===== src/rtl/flag_branch_unit.sv =====
// N/V/Z flag register fed by the EX-stage ALU, plus branch-condition evaluation
// for the instruction in ID, with either flag forwarding or a one-cycle hazard stall.
module flag_branch_unit #(
   parameter bit         FORWARD     = 1'b1,
   parameter logic [2:0] RESET_FLAGS = 3'b000
) (
   input  logic       clk,
   input  logic       rst_n,
   input  logic       ex_valid,
   input  logic [3:0] ex_opcode,
   input  logic [2:0] alu_nvz,
   input  logic       stall,
   input  logic       flush,
   input  logic       br_valid,
   input  logic [2:0] br_ccc,
   output logic [2:0] flags,
   output logic       br_taken,
   output logic       br_hazard,
   output logic       flag_wr
);

   typedef enum logic [3:0] {
      OP_ADD    = 4'b0000,
      OP_SUB    = 4'b0001,
      OP_XOR    = 4'b0010,
      OP_RED    = 4'b0011,
      OP_SLL    = 4'b0100,
      OP_SRA    = 4'b0101,
      OP_ROR    = 4'b0110,
      OP_PADDSB = 4'b0111
   } alu_op_e;

   typedef enum logic [2:0] {
      CC_NE = 3'b000,
      CC_EQ = 3'b001,
      CC_GT = 3'b010,
      CC_LT = 3'b011,
      CC_GE = 3'b100,
      CC_LE = 3'b101,
      CC_OV = 3'b110,
      CC_UN = 3'b111
   } cond_e;

   // nvz layout: [2]=N, [1]=V, [0]=Z
   function automatic logic cond_eval(input logic [2:0] ccc, input logic [2:0] nvz);
      logic taken;
      taken = 1'b0;
      case (ccc)
         CC_NE:   taken = ~nvz[0];
         CC_EQ:   taken =  nvz[0];
         CC_GT:   taken = ~nvz[0] & ~nvz[2];
         CC_LT:   taken =  nvz[2];
         CC_GE:   taken =  nvz[0] | ~nvz[2];
         CC_LE:   taken =  nvz[2] | nvz[0];
         CC_OV:   taken =  nvz[1];
         CC_UN:   taken =  1'b1;
         default: taken =  1'b0;
      endcase
      return taken;
   endfunction

   logic [2:0] flags_q, flags_d;
   logic       flag_wr_q;
   logic [2:0] upd_mask;
   logic       has_upd;
   logic       wr_en;
   logic [2:0] fwd_nvz;
   logic       br_taken_c;
   logic       br_hazard_c;

   always_comb begin
      upd_mask = '0;
      case (ex_opcode)
         OP_ADD, OP_SUB:                 upd_mask = 3'b111;
         OP_XOR, OP_SLL, OP_SRA, OP_ROR: upd_mask = 3'b001;
         default:                        upd_mask = '0;
      endcase
   end

   assign has_upd = |upd_mask;
   assign wr_en   = ex_valid & ~stall & ~flush & has_upd;

   // Only masked bits take the ALU value; the rest keep their architectural state.
   always_comb begin
      flags_d = flags_q;
      fwd_nvz = flags_q;
      if (wr_en)
         flags_d = (flags_q & ~upd_mask) | (alu_nvz & upd_mask);
      // Forwarded view ignores stall/flush: the EX result is already final.
      if (ex_valid)
         fwd_nvz = (flags_q & ~upd_mask) | (alu_nvz & upd_mask);
   end

   always_ff @(posedge clk or negedge rst_n) begin
      if (!rst_n) begin
         flags_q   <= RESET_FLAGS;
         flag_wr_q <= 1'b0;
      end else begin
         flags_q   <= flags_d;
         flag_wr_q <= wr_en;
      end
   end

   always_comb begin
      br_taken_c  = 1'b0;
      br_hazard_c = 1'b0;
      if (FORWARD) begin
         br_taken_c = br_valid & cond_eval(br_ccc, fwd_nvz);
      end else begin
         br_hazard_c = br_valid & ex_valid & ~flush & has_upd;
         br_taken_c  = br_valid & ~br_hazard_c & cond_eval(br_ccc, flags_q);
      end
   end

   assign flags     = flags_q;
   assign flag_wr   = flag_wr_q;
   assign br_taken  = br_taken_c;
   assign br_hazard = br_hazard_c;

endmodule


===== config.mk =====
export PLATFORM = sky130hd
export DESIGN_NAME = flag_branch_unit
export DESIGN_NICKNAME = d
export VERILOG_FILES = /design/src/rtl/flag_branch_unit.sv
export SDC_FILE = /design/constraint.sdc
export NUM_CORES = 1
export LEC_CHECK = 0
export CORE_AREA = 2 2 39 41
export DETAILED_ROUTE_END_ITERATION = 8
export DIE_AREA = 0 0 41 43
export PLACE_DENSITY = 0.68
export SLEW_MARGIN = 10
export SYNTH_ARGS = -nofsm -noshare
export SYNTH_HDL_FRONTEND = slang
export SYNTH_SLANG_ARGS = --single-unit

===== constraint.sdc =====
create_clock -name clk -period 2.7 [get_ports clk]
set_input_delay 0.54 -clock clk [delete_from_list [all_inputs] [get_ports clk]]
set_output_delay 0.54 -clock clk [all_outputs]
set_load 0.005 [all_outputs]

### Word level (Yosys, flattened, before mapping)

Index checks and enable logic that the tools add are counted.
W data, S select, Z words.

| storage, ports and cells | value |
|---|---|
| register bits after elaboration | 4 |
| input port bits | 16 |
| output and inout bits | 6 |
| word-level logic and storage cells | 37 |

| cells by class | value |
|---|---|
| eq/ne operators | 12 |
| muxes and demuxes | 3 |
| bitwise operators | 15 |
| reduce and logical (&&, ||, !) cells | 5 |

Operator list:

| operator | count |
|---|---|
| $eq A3 B3 Y1 const B | 4 |
| $eq A4 B3 Y1 const B | 3 |
| $pmux W1 S8 | 1 |
| $and A3 B3 Y3 | 2 |
| $eq A3 B2 Y1 const B | 2 |
| $pmux W3 S2 | 1 |
| $and A1 B1 Y1 | 5 |
| $eq A4 B1 Y1 const B | 1 |
| $eq A4 B2 Y1 const B | 1 |
| $logic_not A4 Y1 | 1 |
| $not A1 Y1 | 4 |
| $reduce_or A4 Y1 | 1 |
| $eq A3 B1 Y1 const B | 1 |
| $logic_not A3 Y1 | 1 |
| $mux W3 | 1 |
| $not A3 Y3 | 1 |
| $or A3 B3 Y3 | 1 |
| $reduce_or A3 Y1 | 1 |
| $or A1 B1 Y1 | 2 |
| $reduce_or A2 Y1 | 1 |

### Longest topological paths before layout

| depth | value |
|---|---|
| depth after elaboration | 11 |
| gate-level depth with buffers | 6 |
| mapped depth without buffers | 6 |

### Worst setup path before layout

Ideal clock, no wire load.

| timing | value |
|---|---|
| path type | input to output |
| start point | input ex_opcode[1] |
| end point | output br_taken |
| data arrival time | 1.711 ns |
| data required time | 2.160 ns |
| setup slack | 0.449 ns |
| cell stages on the path | 4 |
| path buffers | 0 |
| cells stage by stage | nor4b_2 -> mux2_2 -> o311ai_0 -> a21boi_1 |

| between the ends | value |
|---|---|
| word-level cells in the longest chain between the ends | 11 |
| elaborated cells between the ends (all ways) | 21 |
| classes of those cells | eq/ne (5); mux (3); bitwise (10); reduce/logical (3) |

RTL lines:

| what | RTL line | RTL |
|---|---|---|
| start: declaration | 10 | `input logic [3:0] ex_opcode,` |
| $eq A4 B2 Y1, or another cell as far along | 73 | `case (ex_opcode)` |
| $reduce_or A4 Y1 / $reduce_or A2 Y1 (equally long branches) | 73 |  |
| $pmux W3 S2 * | 73 |  |
| $not A3 Y3 | 91 | `fwd_nvz = (flags_q & ~upd_mask) \| (alu_nvz & upd_mask);` |
| $and A3 B3 Y3 | 91 |  |
| $or A3 B3 Y3 * | 91 |  |
| $mux W3 * | 90 | `if (ex_valid)` |
| $not A1 Y1, on equally long branches | 51, 53, 49 |  |
| $or A1 B1 Y1 / $and A1 B1 Y1 (equally long branches) | 53, 51 |  |
| $pmux W1 S8 * | 48 | `case (ccc)` |
| $and A1 B1 Y1 * | 108 | `br_taken_c = br_valid & cond_eval(br_ccc, fwd_nvz);` |
| end: declaration | 17 | `output logic br_taken,` |

Every way passes the cells marked *; elsewhere a longest branch is shown, timed or not.

### Worst setup path in the final report

| timing | value |
|---|---|
| start point | input ex_opcode[3] |
| end point | output br_taken |

The elaborated chain is that of the path after synthesis.

==> run summary <==
Synth area leaders: dfrtp_1 30%, mux2_4 8.9%, nand2_1 7.8%, mux2i_1 5.9%, nor4b_2 4.4%
post-layout util: 46.2%
Root Buffer: clkbuf_4
Layout Nets: 83
total chip power: 236 uW
Max Root-Sink Buffers: 2
Die H: 43 um
RSZ-0062 raised after global routing: no
initial antenna violation count: 0
CP Max Fanout: 3
worst skew pair latency: 0.23 ns
Layout Skew: 0 ns
LEAKAGE: 0.000290 uW
total gr overflow: 0
global placer's final weighted congestion: 0.707
asr flop ratio synth: 100%
fin crit period: 2.63 ns
number of port buffers: 20
CP startpoint kind: input pin
H-tree levels: 1
FMAX: 380 MHz
core area: 0.00138 mm^2
Seq/Total Area, Yosys: 29.6%
most frequent cells after synthesis: 7 x nand2_1, 4 x dfrtp_1
cell taking the most area after synthesis: dfrtp_1
hpwl dp: 796 um
critical path data required time: 2.16 ns
top_reg_cell synth: dfrtp_1
Setup CP Type: in2out
drc violations: 0
Area Overhead vs Synth: 89.3%
vias in the first global route: 368
Worst Path Arrival: 2.09 ns
Mapped Avg Cell Area: 9.38 um^2
Mapped Area: 338 um^2
WL/cell: 11.6 um
first-pass GRT wire length: 1390 um
post-route ant nets: 0
max-cap violations: 0
vias per inst: 4.69
Max IR drop VDD: 0.0878 mV
count of cell types in the netlist: 23
cells after synthesis: 36
Die W: 41 um
1st-iter DRT viols: 3
outcome: finished clean
Vias: 380
Num CTS Buffers: 3
Rows: 14
period utilization: 97.5%
die area: 0.00176 mm^2
hold buffer count at cts: 0
final setup fails: 0
starting density of the core: 24.4%
top-area cell type share of the netlist area: 29.6%
WHS: 0.499 ns
HP Class: reg2reg
Post-synth EDFFs: 0
share of cells above drive strength 1: 32.3%
CTS tree: done
final hold vios: 0
Worst Setup End Kind: output pin
Inserted Diodes: 0
Worst-path clk slew: 0.04 ns
Ys Warns: 0
DRT Pass-1 Iters: 3
P per Cell Area: 369 mW/mm^2
all-layer global routing usage: 11.6%
#FFs+latches synth: 4
Final Max Tran Viols: 0
CTS Sinks: 4
pin count of the biggest net entering global routing: 5
IO Count: 22
most frequent cell after synthesis: nand2_1
syn nets: 52
final WL: 938 um
layer usage:
metal / vias to the layer above / track usage (%) / part of all wire, %
li1: 191 / - / -
met1: 172 / 12.5 / 42
met2: 17 / 19.4 / 51
met3: 0 / 1.57 / 6.5
met4: 0 / 8.00 / 0
met5: - / 0 / 0
power by group:
group / internal, uW / leakage [uW] / switching [uW]
combinational: 57.6 / 0.000223 / 32.3
clock: 49.6 / 0.0000138 / 23.5
sequential: 67.2 / 0.0000533 / 5.99
total: 174 / 0.000290 / 61.8
placed cells by master (no fill, tap or decap):
| cell | instances |
|---|---|
| clkdlybuf4s50_1 | 15 |
| nand2_1 | 7 |
| buf_4 | 7 |
| dfrtp_1 | 4 |
| dlygate4sd2_1 | 4 |
| mux2_4 | 3 |
| clkbuf_4 | 3 |
| inv_1 | 2 |
| nor2_1 | 2 |
| nor2b_2 | 1 |
| nand3_1 | 1 |
| a21bo_2 | 1 |
| nor4b_4 | 1 |
| mux2i_1 | 1 |
| a31oi_1 | 1 |
| mux2i_2 | 1 |
| a311o_1 | 1 |
| o311ai_1 | 1 |
| a32oi_1 | 1 |
| o311ai_2 | 1 |
| nor3_1 | 1 |
| a21boi_0 | 1 |
| a21boi_1 | 1 |
| or3_4 | 1 |
| or4_4 | 1 |
| conb_1 | 1 |
| buf_2 | 1 |
cells by family after synthesis:
group                  after synthesis  synth area share [%]
muxes                                5                  18.1
DFF                                  4                  29.6
and+or+nand+nor                     15                  26.7
buffers and inverters                3                  4.45
AOI/OAI and AO/OA                    8                  20.0
other                                1                  1.11
metrics by stage:
| stage | setup TNS (ns) | area, um^2 | instances | setup slack, ns |
|---|---|---|---|---|
| after global routing | 0 | 639 | 81 | 0.0107 |
| after floorplan | 0 | 338 | 36 | 0.449 |
| after CTS | 0 | 639 | 81 | 0.0546 |
| after global placement | -0.539 | 603 | 78 | -0.539 |
| final | 0 | 639 | 81 | 0.0673 |
| after detailed placement | -0.523 | 603 | 78 | -0.523 |
state kept, by name (all words and copies together) (netlist names):
name	flops
flag_wr	1
flags	3
timing repair:
item                       in CTS  in global routing
gates cloned                    0                  0
resized for setup              13                  0
setup endpoints to repair       1                  1
setup buffers                   0                  0
hold endpoints to repair        0                  0
pin swaps                       3                  2
area by class of cell:
| cell class | count | area [um^2] |
|---|---|---|
| sequential | 4 | 100 |
| timing repair buffer | 27 | 243 |
| multi-input combinational | 29 | 246 |
| inverter | 2 | 7.51 |
| fill | 144 | 744 |
| clock buffer | 3 | 22.5 |
| tap | 16 | 20.0 |
critical path, cell delays in order:
cell and delay, ns:
dlygate4sd2_1 0.27, nor4b_4 0.28, buf_4 0.17, mux2_4 0.31, o311ai_2 0.29, a21boi_1 0.10
buf_2 0.13
worst paths after layout:
kind                              start  endpoint  slack [ns]  cells past startpoint
setup / recovery           ex_opcode[3]  br_taken        0.07                      7
hold / removal                 flags[0]  flags[0]        0.50                      2
setup reg to reg               flags[2]  flags[2]        1.91                      1
hold reg to reg                flags[0]  flags[0]        0.50                      2
max in group asynchronous         rst_n  flags[2]        2.02                      1
min in group asynchronous         rst_n   flag_wr        0.51                      1
Note: power is estimated with default switching activity, not from simulation.
